$ cat src/rtl/alu_trace_capture.sv
// alu_trace_capture: samples alu_out into a first-word-fall-through FIFO read out over valid/ready
module alu_trace_capture #(
  parameter int WIDTH     = 32,
  parameter int DEPTH     = 16,
  parameter bit ON_CHANGE = 1'b1
) (
  input  logic                   clk,
  input  logic                   rst,
  input  logic                   core_rst,
  input  logic                   cap_en,
  input  logic [WIDTH-1:0]       alu_out,
  output logic                   rd_valid,
  input  logic                   rd_ready,
  output logic [WIDTH-1:0]       rd_data,
  output logic [$clog2(DEPTH):0] count,
  output logic                   overflow,
  output logic [7:0]             drop_cnt,
  input  logic                   clr_ovf
);
  localparam int AW = $clog2(DEPTH);
  localparam int CW = AW + 1;
  logic [WIDTH-1:0] mem_q [DEPTH];
  logic [AW-1:0]    wr_ptr_q, wr_ptr_d, rd_ptr_q, rd_ptr_d;
  logic [CW-1:0]    count_q, count_d;
  logic             ovf_q, ovf_d, first_q, first_d;
  logic [7:0]       drop_q, drop_d;
  logic [WIDTH-1:0] last_q, last_d;
  logic             push_req, full, pop, push, drop;
  assign rd_valid = count_q != '0;
  assign rd_data  = rd_valid ? mem_q[rd_ptr_q] : '0;
  assign count    = count_q;
  assign overflow = ovf_q;
  assign drop_cnt = drop_q;
  // push/pop arbitration; a pop frees the slot a same-cycle push into a full FIFO needs
  always_comb begin
    push_req = cap_en & ~core_rst & (~ON_CHANGE | first_q | (alu_out != last_q));
    full     = count_q == CW'(DEPTH);
    pop      = rd_valid & rd_ready;
    push     = push_req & (~full | pop);
    drop     = push_req & full & ~pop;
    wr_ptr_d = push ? wr_ptr_q + 1'b1 : wr_ptr_q;
    rd_ptr_d = pop ? rd_ptr_q + 1'b1 : rd_ptr_q;
    count_d  = count_q + CW'(push) - CW'(pop);
    ovf_d    = drop ? 1'b1 : clr_ovf ? 1'b0 : ovf_q;
    drop_d   = drop ? (clr_ovf ? 8'd1 : drop_q + {7'd0, drop_q != 8'hff}) : clr_ovf ? 8'd0 : drop_q;
    last_d   = push ? alu_out : last_q;
    first_d  = core_rst ? 1'b1 : push ? 1'b0 : first_q;
  end
  // control state; async reset returns to the first-sample condition
  always_ff @(posedge clk or posedge rst) begin
    if (rst) begin
      wr_ptr_q <= '0;
      rd_ptr_q <= '0;
      count_q  <= '0;
      ovf_q    <= 1'b0;
      drop_q   <= '0;
      last_q   <= '0;
      first_q  <= 1'b1;
    end else begin
      wr_ptr_q <= wr_ptr_d;
      rd_ptr_q <= rd_ptr_d;
      count_q  <= count_d;
      ovf_q    <= ovf_d;
      drop_q   <= drop_d;
      last_q   <= last_d;
      first_q  <= first_d;
    end
  end
  // sample storage, not reset
  always_ff @(posedge clk) begin
    if (push) mem_q[wr_ptr_q] <= alu_out;
  end
endmodule
$ cat config.mk
export PLATFORM = sky130hd
export DESIGN_NAME = alu_trace_capture
export DESIGN_NICKNAME = d
export VERILOG_FILES = /design/src/rtl/alu_trace_capture.sv
export SDC_FILE = /design/constraint.sdc
export NUM_CORES = 1
export LEC_CHECK = 0
export ABC_CLOCK_PERIOD_IN_PS = 11220
export CAP_MARGIN = 0
export CORE_MARGIN = 8
export CORE_UTILIZATION = 48
export CTS_CLUSTER_SIZE = 28
export DETAILED_ROUTE_END_ITERATION = 12
export PLACE_DENSITY = 0.65
export SLEW_MARGIN = 0
export SYNTH_ARGS = -nofsm -noshare
export SYNTH_HDL_FRONTEND = slang
export SYNTH_SLANG_ARGS = --single-unit
$ cat constraint.sdc
create_clock -name clk -period 11.22 [get_ports clk]
set_input_delay 1.683 -clock clk [delete_from_list [all_inputs] [get_ports clk]]
set_output_delay 1.683 -clock clk [all_outputs]
set_load 0.01 [all_outputs]
Yosys cells after proc, flatten, opt, wreduce, memory -nomap -nowiden
Memories as Yosys holds them, arrays and structs flattened.
Index checks and enable logic that the tools add are counted.
{"block": "word_totals", "regBits": 55, "ramBits": 512, "input_bits": 38, "output_inout_bits": 47, "elab_cells": 40, "n_memories": 1}
{"memory": "mem_q", "depth": 16, "word_bits": 32, "rd": 1, "rd_clocked_by_memory_dff": 0, "write_ports": 1, "line": "22", "rtl": "logic [WIDTH-1:0] mem_q [DEPTH];"}
{"block": "classes", "n_addsub": 5, "eq_ne": 3, "muxes": 10, "n_bitwise": 11, "n_reduce_logical": 3}
{"operator": "2-to-1 mux 32 bit", "count": 1}
{"operator": "inequality test 32 bit", "count": 1}
{"operator": "2-to-1 mux 8 bit", "count": 3}
{"operator": "adder 4 x 1 -> 4 bit, second input constant", "count": 2}
{"operator": "adder 8 x 1 -> 8 bit", "count": 1}
{"operator": "inequality test 8 bit, second input constant", "count": 1}
{"operator": "AND 1 bit", "count": 6}
{"operator": "2-to-1 mux 1 bit", "count": 6}
{"operator": "adder 5 x 1 -> 5 bit", "count": 1}
{"operator": "equality test 5 bit, second input constant", "count": 1}
{"operator": "nonzero test 5 bit", "count": 1}
{"operator": "subtractor 5 x 1 -> 5 bit", "count": 1}
{"operator": "nonzero test 2 bit", "count": 2}
{"operator": "inverter 1 bit", "count": 3}
{"operator": "OR 1 bit", "count": 2}

Logic depth before layout (Yosys ltp)
{"block": "depth", "ltp_word": 6, "mapped_depth": 15}

Least setup slack after synthesis
No wires, ideal clock.
{"block": "synth_timing", "path_kind": "input -> register", "start": "input port alu_out[10]", "end": "memory mem_q[3][0] (enable)", "setup_ps": 513, "arrival_time_ps": 5841, "t_required_ps": 10707, "slack_ps": 4866, "path_stages": 7, "path_buffers": 1, "cell_sequence": "xor2_1 > nor4_1 > nand4_1 > or3_4 > nand3_4 > buf_4 > nor4b_1"}
{"block": "synth_via", "elab_chain_cells": 6}
{"item": "start, declared", "line": "11", "rtl": "input logic [WIDTH-1:0] alu_out,"}
{"item": "inequality test 32 bit", "line": "36", "rtl": "push_req = cap_en & ~core_rst & (~ON_CHANGE | first_q | (alu_out != last_q));"}
{"item": "OR 1 bit", "line": "36"}
{"item": "AND 1 bit", "line": "36"}
{"item": "AND 1 bit", "line": "39", "rtl": "push = push_req & (~full | pop);"}
{"item": "2-to-1 mux 1 bit", "line": "71", "rtl": "if (push) mem_q[wr_ptr_q] <= alu_out;"}
{"item": "2-to-1 mux 1 bit (implied by the code)", "line": "71"}
{"item": "end, declared", "line": "22"}
No other way between the ends.

Final worst setup path
{"block": "layout_timing", "start": "register rd_ptr_q[0]", "end": "output port rd_data[29]"}
{"block": "layout_via", "elab_chain_cells": 2}
{"item": "start, declared", "line": "23", "rtl": "logic [AW-1:0] wr_ptr_q, wr_ptr_d, rd_ptr_q, rd_ptr_d;"}
{"item": "start signal, assigned", "line": "61", "rtl": "rd_ptr_q <= rd_ptr_d;"}
{"item": "memory read (16 x 32 bit)"}
{"item": "2-to-1 mux 32 bit", "line": "30", "rtl": "assign rd_data = rd_valid ? mem_q[rd_ptr_q] : '0;"}
{"item": "end, declared", "line": "14", "rtl": "output logic [WIDTH-1:0] rd_data,"}
No other way between the ends.

==> flow_summary.yaml <==
status:
  outcome: "complete, no violations"
worst_setup_path:
  worst_setup_path_startpoint: "rd_ptr_q[0]"
  r2r_start: "last_q[10]"
  worst_r2r_path_depth: 8
  worst_setup_path_end_kind: "output pin"
  kind_of_start_point_of_the_critical_path: "register"
  cp_data_arrival_time_ns: 4.38
  critPathMaxFanout: 49
  worstPathRequired_ns: 9.54
  setup.worst_path.class: "register to output pin"
placement:
  place.gp.congestion: 0.731
  postPlaceCellArea_um2: 24000
  dpl.hpwl_mm: 26.6
  buffer_ports.inserted: 84
  placedCellCount: 1672
pwr:
  ir_worst_vdd_mv: 0.154
  p_per_area_nw_per_um2: 243
  power.leakage_uw: 0.00837
yosys:
  synthesis.nets: 1054
  synthesized_flop_and_latch_total: 567
  count_of_different_cell_masters_after_synthesis: 40
  synth.avg_cell_area_um2: 22.3
  synth.area.top_cells: "edfxtp_1 69%, mux4_2 16%, dfrtp_1 6.0%"
  ys_seq_area_share_pct: 74.8
  ys_warn_count: 0
  synth_top_flop_cell: "edfxtp_1"
  syn_area_um2: 22400
  synth_top_area_cell: "edfxtp_1"
  netlist_instances: 1002
  post_synth_edffs: 512
  synthArstFlopShare_pct: 9.70
  synth_top_area_share_pct: 68.7
cells_and_area:
  nets: 1175
  final_core_utilization_pct: 56.1
  area_overhead_vs_synth_pct: 15.9
  layout.cells.most_common: "edfxtp_1"
  layout.cell_area.non_filler_um2: 25900
  mostFrequentLayoutCells: "512 x edfxtp_1, 160 x mux4_2, 84 x clkdlybuf4s50_1"
  stdcell_count: 1777
  multiInputGateArea_um2: 5390
  proportion_of_layout_cells_with_a_drive_suffix_above_1_pct: 26.4
  antenna_diode_count: 0
  register_area_um2: 16800
  filler_cell_count: 3490
sta:
  tightestPinTransition_ns: 1.15
  final_cycle_utilization_of_the_critical_path_pct: 54.1
  hold_ws_ns: 0.511
  rsz0062_at_grt: "no"
  timing.final.setup_violations: 0
  max_freq_mhz: 165
  clock_skew_ns: 0.0343
  slew_violations: 0
  post-route-min-period_ns: 6.06
  hold_viol: 0
  timing.setup.tns_ns: 0
  slew_headroom_pct: 22.9
drt:
  antenna_left: 0
  drt-initial-drc-count: 1024
  post_drt_wl_per_cell_um: 26.7
  routed_wirelength_mm: 47.5
  drc: 0
  drt_pre_antenna_iters: 5
  detail_route.vias_per_cell: 5.81
  dr_total_vias: 10316
floorplan:
  die-height_um: 232
  floorplan.initialDensity_pct: 48.4
  core_area_um2: 46300
  num_rows: 79
  dieArea_um2: 53800
  die_width_um: 232
  io_pins: 85
cts:
  later_pin_clock_latency_in_the_skew_report_ns: 0.61
  tritoncts: "yes"
  number_of_clock_buffers_inserted_by_tritoncts: 56
  cts_root_buf: "clkbuf_16"
  post-cts-setup-buffers: 0
  clock_transition_at_the_registers_of_the_reported_paths_ns: 0.06
  ctsLongestPathBuffers: 3
  h-tree-depth: 2
  cts.sink_count: 567
  post_cts_hold_buffer_count: 0
  ctsResizeCount: 0
grt:
  met3_usage_pct: 3.74
  grt.met2_usage_pct: 28.0
  grt_pass1_wl_mm: 70.8
  globalRouteMet1Util_pct: 25.9
  grt_use_total_pct: 17.9
  vias_in_the_first_global_route: 10740
  initial_antenna_violation_count: 1
  grt_max_degree: 70
  grt-ovfl-total: 0
  grt-busiest-layer: "met2"
min_path:
  min-delay-start: "last_q[2]"
  min_path_type: "register to register"
  min_path_cells: 1
run:
  max-cap-violations: 0
[state kept, by name, summed over array words and instances, names as in the netlist]
name / flops
count: 5
drop_cnt: 8
first_q: 1
last_q: 32
mem_q: 512
overflow: 1
rd_ptr_q: 4
wr_ptr_q: 4
[synth_stat cells, types with 2 or more instances]
| library cell | count |
|---|---|
| edfxtp_1 | 512 |
| mux4_2 | 160 |
| dfrtp_1 | 54 |
| and2_1 | 33 |
| xor2_1 | 32 |
| mux2_1 | 30 |
| clkbuf_1 | 20 |
| nor2_1 | 16 |
| buf_6 | 14 |
| ha_1 | 13 |
| buf_1 | 11 |
| inv_1 | 10 |
| xnor2_1 | 10 |
| nand4_1 | 8 |
| a21oi_1 | 7 |
| nand3_1 | 7 |
| nand3b_1 | 7 |
| nor4_1 | 7 |
| buf_2 | 5 |
| mux2_2 | 5 |
| nand2_1 | 5 |
| nor3_1 | 4 |
| nor4b_1 | 4 |
| nor2b_1 | 3 |
| o21ai_0 | 3 |
| or3_1 | 3 |
| a21o_1 | 2 |
| buf_4 | 2 |
| o21ai_1 | 2 |
| o31ai_1 | 2 |
| or4_1 | 2 |
[final timing paths]
kind	slack [ns]	to
min in group asynchronous	1.63	wr_ptr_q[1]
max in group asynchronous	9.00	rd_ptr_q[1]
max reg2reg	7.67	mem_q[3][2]
min reg2reg	0.51	last_q[2]
min	0.51	last_q[2]
max	5.16	rd_data[29]
[critical path, stage by stage, from the launching register on]
cell             delay [ns]
dfrtp_4                1.11
buf_4                  0.87
mux4_2                 0.63
mux4_2                 0.50
and2_1                 0.18
clkdlybuf4s50_1        0.48
[through the flow]
stage	power, uW	setup slack (ns)
2_1_floorplan	3820	4.87
3_3_place_gp	4440	5.57
3_5_place_dp	4460	5.47
4_1_cts	6380	4.95
5_1_grt	6570	4.76
6_report	6300	5.16
[metal layers]
layer  share of wire, %  wire (um)  vias to the layer above
met4                2.1        976                        2
met2                 48      22700                      291
li1                   -          -                     4398
met1                 44      20800                     5558
met5              0.027         13                        -
met3                6.2       2960                       67
[power breakdown]
| part | internal, uW | leakage [uW] | switching, uW |
|---|---|---|---|
| Combinational | 992 | 0.00215 | 700 |
| Clock | 1160 | 0.000946 | 772 |
| Sequential | 2450 | 0.00527 | 226 |
| Total | 4600 | 0.00837 | 1700 |
[final cells by class]
type	instances	area share, %
clock buffer	76	6.04
clock inverter	29	1.36
inverter	10	0.145
multi-input combinational	373	20.8
sequential	567	64.6
tap	607	2.93
timing repair buffer	115	4.14
[logic make-up (layout without fill, tap and decap cells)]
| group | count (synthesis) | count (layout) | share of synthesized area [%] |
|---|---|---|---|
| flip-flops | 567 | 567 | 74.8 |
| multiplexers | 196 | 196 | 17.9 |
| AND/OR/NAND/NOR | 104 | 104 | 2.79 |
| buffers and inverters | 62 | 230 | 1.57 |
| XOR/XNOR | 42 | 42 | 1.64 |
| AO/OA/AOI/OAI | 17 | 17 | 0.458 |
| adder cells (fa/ha/maj) | 14 | 14 | 0.816 |
No activity file was read; power rests on OpenSTA's default activity.
==> patch 1: new RTL, same settings <==
Make the reset (`rst`) synchronous in one clocked block. Comments in the files are not updated.
--- a/src/rtl/alu_trace_capture.sv
+++ b/src/rtl/alu_trace_capture.sv
@@ -47,7 +47,7 @@
     first_d  = core_rst ? 1'b1 : push ? 1'b0 : first_q;
   end
   // control state; async reset returns to the first-sample condition
-  always_ff @(posedge clk or posedge rst) begin
+  always_ff @(posedge clk) begin
     if (rst) begin
       wr_ptr_q <= '0;
       rd_ptr_q <= '0;
Check against the original RTL: differs if rst is asserted again (counterexample within 4 cycles, from zero or initial values and one cycle with rst high); with rst held inactive, the same outputs for 4 cycles.
==> patch 1 against the unedited design <==
Final area grew 0.38%; wire length shrank 0.22%; via count grew 3.9%; die area grew 0.92%; setup slack lost 0.17 ns; sequential power shrank 9.3%; area after synthesis grew 0.98%; sequential cell count grew 4; non-clock buffer count shrank 5; power shrank 15%; core utilization shrank 0.15 points; combinational power shrank 37%; critical path depth grew 1; critical path type unchanged; largest cell class unchanged.
==> patch 1: results (changes against the unedited design) <==
Parameter                              Value

Detailed routing
  Length of the first detailed-routing pass in iterations ... 4 (was 5)
  Iter 0 DRT Violations ... 921 (was 1024)
  WL final ... 47300 µm (was 47500 µm)
  Via count normalized by instance count ... 5.75 (was 5.81)

Final layout
  # nets final ... 1259 (was 1175)
  Fillcell total ... 3465 (was 3490)
  Share of cells above drive strength 1 ... 24.0% (was 26.4%)

Setup path
  Worst flop-to-flop path startpoint ... last_q[5] (was last_q[10])
  Critical path data arrival time ... 4.55 ns (was 4.38 ns)
  Worst path max stage delay ... 0.74 ns (was 1.11 ns)
  Worst reg2reg setup slack ... 7.11 ns (was 7.67 ns)

Min path
  Endpoint of the worst hold-timing path ... last_q[2] (unchanged)
  Launch point of the worst hold path ... last_q[2] (unchanged)

Synthesis
  Sequential area share after synthesis ... 73.2% (was 74.8%)
  Cells taking the most area after synthesis ... sky130_fd_sc_hd__edfxtp_1, sky130_fd_sc_hd__mux4_2, sky130_fd_sc_hd__dfxtp_1 (was sky130_fd_sc_hd__edfxtp_1, sky130_fd_sc_hd__mux4_2, sky130_fd_sc_hd__dfrtp_1)
  Number of library cell types mapped by synthesis ... 41 (was 40)
  Most frequent cells after synthesis ... sky130_fd_sc_hd__edfxtp_1, sky130_fd_sc_hd__mux4_2, sky130_fd_sc_hd__nand2b_1 (was sky130_fd_sc_hd__edfxtp_1, sky130_fd_sc_hd__mux4_2, sky130_fd_sc_hd__dfrtp_1)
  Fraction of registers with async set/reset ... 0% (was 9.70%)

GRT
  Global-route met3 utilization ... 3.51% (was 3.74%)
  Total track usage ... 17.6% (was 17.9%)
  Met1 track demand over resource in global routing ... 24.7% (was 25.9%)

Floorplanning
  Starting density of the core ... 48.6% (was 48.4%)

Run status
  Run status ... complete, no violations (unchanged)

STA
  Max-slew headroom at the worst pin ... 31.2% (was 22.9%)

Power and ir drop
  Static Leak ... 8.25 nW (was 8.37 nW)
  Worst voltage drop across the vdd grid ... 123 µV (was 154 µV)

Placement
  Post-Place Setup Slack ... 4.80 ns (was 5.47 ns)
  Last weighted congestion value of the routability-driven placer ... 0.699 (was 0.731)
  Post-placement cell area ... 24200 µm² (was 24000 µm²)
## patch 1: cell types whose count changed after synthesis, sizes merged, moves of 32 or more
cell,before,now
nand2b,0,67
dfxtp,0,59
nor2b,3,42
mux2,35,3
mux2i,1,35
dfrtp,54,0
## patch 1: report_power, final
| group | leakage [nW] | internal [mW] | switching, mW |
|---|---|---|---|
| registers | 5.10 | 2.35 | 0.0733 |
| logic | 2.24 | 0.603 | 0.454 |
| clock network | 0.913 | 1.09 | 0.777 |
## patch 1: logic make-up (layout without fill, tap and decap cells)
logic type | after synthesis | in the layout | synth area share [%]
adders and majority gates | 14 | 14 | 0.808
and+or+nand+nor | 186 | 186 | 4.98
muxes | 198 | 198 | 17.6
AOI/OAI and AO/OA | 20 | 20 | 0.548
xor gates and xnor gates | 38 | 38 | 1.47
buffers and inverters | 66 | 229 | 1.33
DFF | 571 | 571 | 73.2
## patch 1: metal layers
layer / vias to the layer above / part of all wire, % / routed length (µm)
met1: 5714 / 45 / 21100
li1: 4659 / - / -
met3: 71 / 5.2 / 2470
met5: - / 0.027 / 13
met2: 271 / 48 / 22900
met4: 2 / 1.8 / 843
## patch 1: cell type report
cell class | count | area, µm² | share of cell area (%)
flip-flops and latches | 571 | 16600 | 63.6
multi-input cells | 456 | 5780 | 22.2
clock buffers | 77 | 1600 | 6.16
repair buffers | 110 | 1030 | 3.96
well taps | 607 | 759 | 2.92
clock inverters | 31 | 258 | 0.990
inverters | 11 | 41.3 | 0.159
## patch 1: worst register-to-register path, cell delays in order (launching register included)
cell	delay (ns)
sky130_fd_sc_hd__dfxtp_1	0.32
sky130_fd_sc_hd__xor2_1	0.16
sky130_fd_sc_hd__nor4_1	0.54
sky130_fd_sc_hd__nand4_1	0.23
sky130_fd_sc_hd__nor3_4	0.65
sky130_fd_sc_hd__nor3_2	0.11
sky130_fd_sc_hd__buf_4	0.37
sky130_fd_sc_hd__inv_1	0.17
sky130_fd_sc_hd__ha_1	0.14
sky130_fd_sc_hd__inv_1	0.04
sky130_fd_sc_hd__ha_1	0.20
sky130_fd_sc_hd__fa_1	0.44
sky130_fd_sc_hd__a21oi_1	0.14
sky130_fd_sc_hd__nor2_1	0.06
sky130_fd_sc_hd__or3_1	0.33
sky130_fd_sc_hd__a21oi_1	0.13
## patch 1: how the worst max path moves through the flow
stage	startpoint	endpoint	slack, ns	depth (start not counted)
finish	register	rd_data[8]	4.99	6
global placement	alu_out[24]	count[4]	4.81	16
detailed placement	alu_out[24]	count[4]	4.80	16
CTS	register	rd_data[8]	4.80	6
floorplan	alu_out[16]	count[4]	6.91	15
global route	register	rd_data[4]	4.62	6
==> patch 2: new RTL, same settings <==
Without the edit above. `ON_CHANGE`: 1'b1 -> 1'b0.
--- a/src/rtl/alu_trace_capture.sv
+++ b/src/rtl/alu_trace_capture.sv
@@ -2,7 +2,7 @@
 module alu_trace_capture #(
   parameter int WIDTH     = 32,
   parameter int DEPTH     = 16,
-  parameter bit ON_CHANGE = 1'b1
+  parameter bit ON_CHANGE = 1'b0
 ) (
   input  logic                   clk,
   input  logic                   rst,
Check against the original RTL: not equivalent (a bounded check fails within 4 cycles, from zero or initial values and one cycle with rst high).
==> patch 2 against the unedited design <==
Core utilization shrank 0.89 points; wire length shrank 8.2%; setup slack gained 0.39 ns; final area shrank 8.8%; power shrank 9.0%; area after synthesis shrank 7.3%; register-to-register slack gained 0.41 ns; sequential cell count shrank 33; highest routed layer is now met4.
==> patch 2: results (changes against the unedited design) <==
Parameter                              Value

GRT
  Antenna violations before repair ... 0 (was 1)
  Met2 capacity usage during global routing ... 29.2% (was 28.0%)
  Maximum number of pins on one net before global-route repair ... 54 (was 70)
  Total track usage ... 17.3% (was 17.9%)
  Global-route met3 utilization ... 2.60% (was 3.74%)

Synthesis
  Share of synthesized area spent on multiplexers ... 13.2% (was 17.9%)
  Synth Area in Adders ... 0.880% (was 0.816%)
  Mapped Nets ... 1081 (was 1054)
  Post-synthesis compound-gate area fraction ... 4.21% (was 0.458%)
  Cells taking the most area after synthesis ... sky130_fd_sc_hd__edfxtp_1, sky130_fd_sc_hd__mux4_2, sky130_fd_sc_hd__mux2i_1 (was sky130_fd_sc_hd__edfxtp_1, sky130_fd_sc_hd__mux4_2, sky130_fd_sc_hd__dfrtp_1)

Power and ir drop
  Worst voltage drop across the vdd grid ... 124 µV (was 154 µV)
  Power in the clock group ... 1.55 mW (was 1.93 mW)
  Static Leak ... 7.89 nW (was 8.37 nW)

Run status
  Run status ... complete, no violations (unchanged)

Detailed routing
  Iter 0 DRT Violations ... 933 (was 1024)
  Amount of wire on met2 after detailed routing ... 21900 µm (was 22700 µm)
  Metal1 wirelength ... 19100 µm (was 20800 µm)
  Top Layer Used ... met4 (was met5)

STA
  Final setup skew ... 0.0139 ns (was 0.0343 ns)
  Min cycle time layout ... 5.68 ns (was 6.06 ns)

Final layout
  Number of cells in the finished layout apart from fillers ... 1742 (was 1777)
  Post-layout util ... 55.2% (was 56.1%)

Setup path
  Worst reg2reg setup slack ... 8.08 ns (was 7.67 ns)

Clocking
  Number of CTS-inserted buffers ... 52 (was 56)
  Worst-skew pair later-pin latency ... 0.57 ns (was 0.61 ns)

Placement
  Placed wire-length estimate ... 21900 µm (was 26600 µm)
patch 2: cell types whose count changed after synthesis, sizes merged, moves of 34 or more:
cell / unedited run / this run
a22oi: 0 / 64
mux2: 35 / 1
mux2i: 1 / 129
mux4: 160 / 64
patch 2: how the worst min path moves through the flow:
stage / cells past startpoint / endpoint / slack [ns] / from
floorplan: 1 / rd_ptr_q[2] / 0.51 / rd_ptr_q[2]
global placement: 1 / overflow / 0.46 / overflow
detailed placement: 1 / overflow / 0.47 / overflow
CTS: 1 / overflow / 0.48 / overflow
global route: 1 / overflow / 0.51 / overflow
finish: 1 / overflow / 0.48 / overflow
patch 2: layout make-up:
cell class	count	area share, %
Multi-Input combinational cell	426	19.2
Tap cell	585	3.09
Inverter	11	0.174
Timing Repair Buffer	99	4.03
Clock buffer	74	5.94
Sequential cell	534	67.3
Clock inverter	13	0.238
